## src/rtl/pc_fetch_sequencer_if.sv

```systemverilog
// Instruction-memory fetch channel between the fetch sequencer and the memory.
//   IMem_Req   : fetch request, held until IMem_Valid
//   IMem_Addr  : fetch address, stable while IMem_Req is high
//   IMem_Valid : response strobe for the current request
//   IMem_Data  : instruction, valid with IMem_Valid
// master = fetch sequencer, slave = instruction memory.
interface pc_fetch_sequencer_if #(
   parameter int unsigned PC_WIDTH    = 13,
   parameter int unsigned INSTR_WIDTH = 16
);
   logic                   IMem_Req;
   logic [PC_WIDTH-1:0]    IMem_Addr;
   logic                   IMem_Valid;
   logic [INSTR_WIDTH-1:0] IMem_Data;

   modport master (output IMem_Req, IMem_Addr, input  IMem_Valid, IMem_Data);
   modport slave  (input  IMem_Req, IMem_Addr, output IMem_Valid, IMem_Data);
endinterface

```

## src/rtl/pc_fetch_sequencer.sv

```systemverilog
// Fetch-side sequencer: owns the PC register, issues instruction-memory
// requests, parks a response in a skid register during stalls, discards
// in-flight responses after a redirect, and maintains the IF/ID latch plus
// the per-stage valid bits used as write-enables / bubble markers.
// Ports:
//   CLK, Reset_n          : clock, synchronous active-low reset
//   Stall                 : hazard stall (hold PC and IF/ID, bubble into EX)
//   Redirect, Next_PC     : taken jump/branch and its target
//   REG/EX/MEM_Mask       : kill the instruction entering ID / EX / MEM
//   imem                  : instruction-memory request/response channel
//   Old_PC                : current PC register
//   IF_Instr, IF_PC       : IF/ID latch contents
//   IF/ID/EX/MEM_Valid    : stage valid bits
module pc_fetch_sequencer #(
   parameter int unsigned         PC_WIDTH    = 13,
   parameter int unsigned         INSTR_WIDTH = 16,
   parameter logic [PC_WIDTH-1:0] RESET_PC    = '0
) (
   input  logic                   CLK,
   input  logic                   Reset_n,
   input  logic                   Stall,
   input  logic                   Redirect,
   input  logic [PC_WIDTH-1:0]    Next_PC,
   input  logic                   REG_Mask,
   input  logic                   EX_Mask,
   input  logic                   MEM_Mask,
   pc_fetch_sequencer_if.master   imem,
   output logic [PC_WIDTH-1:0]    Old_PC,
   output logic [INSTR_WIDTH-1:0] IF_Instr,
   output logic [PC_WIDTH-1:0]    IF_PC,
   output logic                   IF_Valid,
   output logic                   ID_Valid,
   output logic                   EX_Valid,
   output logic                   MEM_Valid
);

   typedef enum logic [1:0] {IDLE, REQ, HELD, DROP} state_t;

   state_t                 state;
   logic [PC_WIDTH-1:0]    pc;
   logic [PC_WIDTH-1:0]    addr;
   logic                   req;
   logic [INSTR_WIDTH-1:0] skid;

   assign imem.IMem_Req  = req;
   assign imem.IMem_Addr = addr;
   assign Old_PC         = pc;

   // Fetch FSM, IF/ID latch and stage valid pipeline.
   always_ff @(posedge CLK) begin
      if (!Reset_n) begin
         state     <= IDLE;
         pc        <= RESET_PC;
         addr      <= RESET_PC;
         req       <= 1'b0;
         skid      <= '0;
         IF_Instr  <= '0;
         IF_PC     <= '0;
         IF_Valid  <= 1'b0;
         ID_Valid  <= 1'b0;
         EX_Valid  <= 1'b0;
         MEM_Valid <= 1'b0;
      end else begin
         // A redirect overrides a stall, so the pipeline advances to flush.
         if (Stall && !Redirect) begin
            EX_Valid  <= 1'b0;
            MEM_Valid <= EX_Valid & ~MEM_Mask;
         end else begin
            ID_Valid  <= IF_Valid & ~REG_Mask;
            EX_Valid  <= ID_Valid & ~EX_Mask;
            MEM_Valid <= EX_Valid & ~MEM_Mask;
         end

         case (state)
            IDLE: begin
               state <= REQ;
               req   <= 1'b1;
               if (Redirect) begin
                  pc       <= Next_PC;
                  addr     <= Next_PC;
                  IF_Valid <= 1'b0;
               end
            end

            REQ: begin
               if (Redirect) begin
                  pc       <= Next_PC;
                  IF_Valid <= 1'b0;
                  // Nothing outstanding once this response lands: retarget now.
                  if (imem.IMem_Valid) addr  <= Next_PC;
                  else                 state <= DROP;
               end else if (imem.IMem_Valid && !Stall) begin
                  IF_Instr <= imem.IMem_Data;
                  IF_PC    <= addr;
                  IF_Valid <= 1'b1;
                  pc       <= pc + PC_WIDTH'(1);
                  addr     <= pc + PC_WIDTH'(1);
               end else if (imem.IMem_Valid) begin
                  skid  <= imem.IMem_Data;
                  state <= HELD;
                  req   <= 1'b0;
               end else if (!Stall) begin
                  IF_Valid <= 1'b0;
               end
            end

            HELD: begin
               if (Redirect) begin
                  pc       <= Next_PC;
                  addr     <= Next_PC;
                  IF_Valid <= 1'b0;
                  skid     <= '0;
                  state    <= REQ;
                  req      <= 1'b1;
               end else if (!Stall) begin
                  IF_Instr <= skid;
                  IF_PC    <= addr;
                  IF_Valid <= 1'b1;
                  pc       <= pc + PC_WIDTH'(1);
                  addr     <= pc + PC_WIDTH'(1);
                  state    <= REQ;
                  req      <= 1'b1;
               end
            end

            DROP: begin
               IF_Valid <= 1'b0;
               if (Redirect) pc <= Next_PC;
               // The discarded response frees the bus; fetch the newest target.
               if (imem.IMem_Valid) begin
                  addr  <= Redirect ? Next_PC : pc;
                  state <= REQ;
               end
            end

            default: begin
               state <= IDLE;
               req   <= 1'b0;
            end
         endcase
      end
   end

endmodule

```

## src/flat_wrapper.sv

```systemverilog
// flat-port wrapper written by rule: the top's interface ports become plain ports
module pc_fetch_sequencer_flat 
#(
   parameter int unsigned         PC_WIDTH    = 13,
   parameter int unsigned         INSTR_WIDTH = 16,
   parameter logic [PC_WIDTH-1:0] RESET_PC    = '0
)
  (CLK, Reset_n, Stall, Redirect, Next_PC, REG_Mask, EX_Mask, MEM_Mask, Old_PC, IF_Instr, IF_PC, IF_Valid, ID_Valid, EX_Valid, MEM_Valid, imem_IMem_Req, imem_IMem_Addr, imem_IMem_Valid, imem_IMem_Data);
  pc_fetch_sequencer_if #(.PC_WIDTH(PC_WIDTH), .INSTR_WIDTH(INSTR_WIDTH)) imem_i ();
  input  logic CLK;
  input  logic Reset_n;
  input  logic Stall;
  input  logic Redirect;
  input  logic [PC_WIDTH-1:0] Next_PC;
  input  logic REG_Mask;
  input  logic EX_Mask;
  input  logic MEM_Mask;
  output logic [PC_WIDTH-1:0] Old_PC;
  output logic [INSTR_WIDTH-1:0] IF_Instr;
  output logic [PC_WIDTH-1:0] IF_PC;
  output logic IF_Valid;
  output logic ID_Valid;
  output logic EX_Valid;
  output logic MEM_Valid;
  output wire logic [$bits(imem_i.IMem_Req)-1:0] imem_IMem_Req;
  output wire logic [$bits(imem_i.IMem_Addr)-1:0] imem_IMem_Addr;
  input wire logic [$bits(imem_i.IMem_Valid)-1:0] imem_IMem_Valid;
  input wire logic [$bits(imem_i.IMem_Data)-1:0] imem_IMem_Data;
  assign imem_IMem_Req = imem_i.IMem_Req;
  assign imem_IMem_Addr = imem_i.IMem_Addr;
  assign imem_i.IMem_Valid = imem_IMem_Valid;
  assign imem_i.IMem_Data = imem_IMem_Data;
  pc_fetch_sequencer #(.PC_WIDTH(PC_WIDTH), .INSTR_WIDTH(INSTR_WIDTH), .RESET_PC(RESET_PC)) u_core (.CLK(CLK), .Reset_n(Reset_n), .Stall(Stall), .Redirect(Redirect), .Next_PC(Next_PC), .REG_Mask(REG_Mask), .EX_Mask(EX_Mask), .MEM_Mask(MEM_Mask), .imem(imem_i), .Old_PC(Old_PC), .IF_Instr(IF_Instr), .IF_PC(IF_PC), .IF_Valid(IF_Valid), .ID_Valid(ID_Valid), .EX_Valid(EX_Valid), .MEM_Valid(MEM_Valid));
endmodule
```

## config.mk

```make
export PLATFORM = sky130hd
export DESIGN_NAME = pc_fetch_sequencer_flat
export DESIGN_NICKNAME = d
export VERILOG_FILES = /design/src/rtl/pc_fetch_sequencer_if.sv /design/src/rtl/pc_fetch_sequencer.sv /design/src/flat_wrapper.sv
export SDC_FILE = /design/constraint.sdc
export NUM_CORES = 1
export LEC_CHECK = 0
export BUFFER_PORTS_ARGS = -buffer_cell sky130_fd_sc_hd__buf_2
export CAP_MARGIN = 40
export CORE_MARGIN = 2
export CORE_UTILIZATION = 57
export CTS_CLUSTER_DIAMETER = 120
export CTS_CLUSTER_SIZE = 20
export DETAILED_ROUTE_END_ITERATION = 6
export GPL_TIMING_DRIVEN = 0
export PLACE_DENSITY_LB_ADDON = 0.12
export SLEW_MARGIN = 20
export SYNTH_ARGS = -nofsm -noshare
export SYNTH_HDL_FRONTEND = slang
export SYNTH_SLANG_ARGS = --single-unit
```

## constraint.sdc

```tcl
create_clock -name CLK -period 4.24 [get_ports CLK]
set_clock_uncertainty 0.05 [all_clocks]
set_input_delay 0.212 -clock CLK [delete_from_list [all_inputs] [get_ports CLK]]
set_output_delay 0.212 -clock CLK [all_outputs]
set_load 0.03 [all_outputs]
```

==> summary by stage <==
Drt
After the first detailed-routing iteration, the DRC count stood at 311. The number of remaining DRC errors is 0. In the routed layout, each cell is associated on average with a via count of 5.90. The wire length reported by the detailed router is 11,100 um. In the final routed layout, each cell accounts on average for 16.9 um. The number of vias after detailed routing is 3,887. The first detailed-routing pass ran for 5 iterations. The count of nets left with antenna violations once routing finished came out at 0.

Setup path
The setup path with the least slack is of type reg -> reg. The startpoint type of the worst setup path is a flip-flop. The peak fanout along the critical path is 10.

The maximum single-stage delay on the critical path is 0.48 ns. The worst reg-to-reg setup slack is 1.55 ns. Among all stages on the critical path, the largest delay is contributed by nor2_1.

The critical path goes through inv_1 -> ha_1 -> buf_2 -> nand2_1 -> nor2_1 -> o22ai_1 -> clkbuf_1 -> a22oi_1 -> nor2_1. The critical path's most frequent cell is nor2_1. STA classifies the critical path endpoint as a flip-flop. The most critical setup path has its startpoint at u_core.state[1]$_SDFFE_PN0P_. The origin of the critical flop-to-flop path is u_core.state[1]$_SDFFE_PN0P_. The required time of the critical path is 4.42 ns.

The worst-case reg-to-reg path depth is 9. The endpoint identified for the worst register-to-register timing path is u_core.skid[3]$_SDFFE_PN0P_. For the worst setup path, the data arrival time is 2.87 ns.

Yosys
The synthesized design contains 78 register bits. Yosys mapped the design onto 54 distinct sky130hd cell types. The cell area after synthesis is 3770 um2. The cell taking the most area after synthesis is dfxtp_1. The cell count after synthesis is 469. Among all flip-flop cells after synthesis, the most frequent one is dfxtp_1. In the synthesized netlist, the cells that appear most often are 78 x dfxtp_1, 57 x nor2_1, 50 x nand2_1, 36 x a21oi_1, 26 x clkbuf_1. The part of the Yosys area used for sequential elements is 41.4%.

A synthesized cell averages 8.04 um2. During synthesis, Yosys emitted a total of 0 warnings. Counting every net in the synthesized netlist gives 513. For this run, asynchronously set or reset flops after synthesis account for 0%.

The number of flops mapped to enable cells by yosys is 0. The synthesized design devotes to its leading area cell type 41.4% of total area. In the post-synthesis netlist, the biggest area contributors are dfxtp_1 41%, nor2_1 5.7%, nand2_1 5.0%. The dominant cell by count in the synthesized netlist is dfxtp_1.

Finish
The count of non-filler cells in the finished layout is 659. In the final design database the tool counted 622 nets. In the final layout, the share of cells above drive strength 1 is 21.5%.

The repair_antennas step left the layout with diodes totalling 0. The area growth from synthesis to layout is 21.0%.

Placed design
The congestion estimate from routability-driven global placement came to 0.949. After detailed placement, the design holds a cell count of 642. The half-perimeter wire length after placement is 8040 um.

The count of input and output buffers is 96.

Clock network
The H-tree was split into 3 levels. Clock tree synthesis found a total of 78 sinks. The buffer levels on the longest clock path is 2. The hold buffer count at CTS is 2.

The number of setup buffers added after CTS is 0. Clock latency on the worst-skew pair, taken at its later pin, is 0.35 ns. In this run, post-CTS repair resized a total of 0 instances. The number of buffers added by the clock tree synthesis step is 9. Clock-pin slew was measured on the worst setup and hold paths at 0.08 ns. The root buffer cell chosen for the clock tree is clkbuf_8. TritonCTS built the clock tree.

Worst hold path
The type of the tightest min-delay check is in -> reg. Along the worst hold path, the cell count comes to 3. The worst hold path terminates at u_core.imem.IMem_Addr[4]$_SDFFE_PN0P_.

The worst hold path begins at Next_PC[4].

GRT
The first-pass GRT wire length is 17,500 um. Global routing finished with a remaining overflow of 0. The overall fraction of global-route tracks in use is 30.6%. The via count of the first global-routing pass is 3,500.

The number of antenna violations at the first check in global routing is 0. The largest net degree at the start of global routing is 14.

STA
The final cycle utilization of the critical path is 63.5%. The smallest clock period supported by the final layout is computed as 2.69 ns. The total count of hold-check failures in the final report came to 0. The number of max-slew violations in the final report is 0. The total negative slack is 0 ns. Timing would allow up to 371 MHz.

For the pin with the worst max-slew slack, the measured transition is 0.883 ns. Across all hold checks on the routed design, the worst slack comes to 0.118 ns. Setup repair after global routing left no endpoint under its margin. The worst max-slew margin expressed relative to the limit is 40.5%. The final setup violation count is 0.

Pwr
The maximum VDD drop is 268 uV. The analysis attributes to cell leakage a power of 1.85 nW. The power density normalized to cell area is 418 nW/um2.

Die
The site row count is 29. The region available for standard cell placement spans 6390 um2. 97 I/O pins were placed. The floorplan die width is 85.4 um. The starting utilization of the core area is 59.1%. The overall die height is 85.4 um.

The floorplan step defined a die boundary enclosing 7280 um2.

Outcome
The run finished with clean final reports.

Run
The reported max-cap violation count is 0.
[registers in the layout, summed over array words and instances (netlist names)]
signal and count:
u_core.EX_Valid 1, u_core.state 2, u_core.IF_PC 13, u_core.imem.IMem_Req 1
u_core.imem.IMem_Addr 13, u_core.ID_Valid 1, u_core.MEM_Valid 1, u_core.IF_Valid 1
u_core.Old_PC 13, u_core.IF_Instr 16, u_core.skid 16
[power breakdown]
group / leakage (nW) / total (W) / internal, W / switching [W]
Combinational: 1.12 / 0.000514 / 0.000160 / 0.000354
Sequential: 0.637 / 0.000832 / 0.000785 / 0.0000468
Clock: 0.0948 / 0.000562 / 0.000286 / 0.000276
[layer usage]
| layer | routed length [um] | vias to the layer above | GRT usage [%] | part of all wire, % |
|---|---|---|---|---|
| li1 | - | 1900 | - | - |
| met1 | 5060 | 1801 | 44.0 | 45 |
| met2 | 4960 | 168 | 46.0 | 45 |
| met3 | 935 | 18 | 7.78 | 8.4 |
| met4 | 157 | 0 | 7.79 | 1.4 |
| met5 | 0 | - | 0 | 0 |
[per-stage QoR]
stage          power (W)  instance area [um2]  util, %  setup slack (ns)
4_1_cts          0.00190                 4570     71.5              1.62
5_1_grt          0.00199                 4570     71.5              1.38
3_3_place_gp     0.00134                 4350     68.1              1.69
3_5_place_dp     0.00135                 4350     68.1              1.65
6_report         0.00191                 4570     71.5              1.55
2_1_floorplan    0.00119                 3770        -              2.11
[worst max path at each step]
stage,end,slack [ns],cells after the start
after global placement,u_core.skid[3]$_SDFFE_PN0P_,1.69,9
after floorplan,u_core.Old_PC[12]$_SDFFE_PN0P_,2.11,7
after CTS,u_core.imem.IMem_Addr[0]$_SDFFE_PN0P_,1.62,8
final,u_core.skid[3]$_SDFFE_PN0P_,1.55,9
after global routing,u_core.skid[0]$_SDFFE_PN0P_,1.38,9
after detailed placement,u_core.skid[4]$_SDFFE_PN0P_,1.65,9
[cells by family (layout without fill, tap and decap cells)]
group | count (synthesis) | in the layout | share of synthesized area [%]
AND/OR/NAND/NOR | 188 | 188 | 23.6
buffers and inverters | 46 | 159 | 4.81
XOR/XNOR | 13 | 13 | 3.02
AO/OA/AOI/OAI | 133 | 133 | 23.8
adder cells (fa/ha/maj) | 7 | 7 | 2.32
flip-flops | 78 | 78 | 41.4
multiplexers | 4 | 4 | 1.06
[cell usage in the layout, fill, tap and decap left out, types with 3 or more instances in the layout]
master	netlist	final
dfxtp_1	78	78
inv_1	11	11
nor3_1	22	22
a211oi_1	21	21
xor2_1	7	7
nor2_1	57	57
o211ai_1	3	3
nand3_1	11	11
or3_1	3	3
a21oi_1	36	36
o21a_1	3	3
buf_1	3	3
nand4_1	5	5
clkbuf_1	26	26
a221oi_1	5	5
clkbuf_8	0	10
a22oi_1	16	16
xnor2_1	6	6
nand2b_1	7	7
nor2b_1	20	20
a31oi_1	3	3
mux2i_1	4	4
o2111ai_1	3	3
ha_1	7	7
nand2_1	50	50
o21ai_0	22	22
buf_2	4	100
[worst max-delay path, delay by kind of cell (launching register included)]
kind	cells	cell delay, ns
adders and majority gates	1	0.16
and+or+nand+nor	3	0.67
DFF	1	0.36
AOI/OAI and AO/OA	2	0.66
buffers and inverters	3	0.68
[final cells by class]
class | count | area (um2)
inverter | 12 | 45.0
timing repair buffer | 98 | 500
sequential | 78 | 1560
buffer | 34 | 136
multi-input combinational | 345 | 2030
clock inverter | 5 | 58.8
fill | 563 | 1820
tap | 77 | 96.3
clock buffer | 10 | 138
No activity file was read; power rests on OpenSTA's default activity.
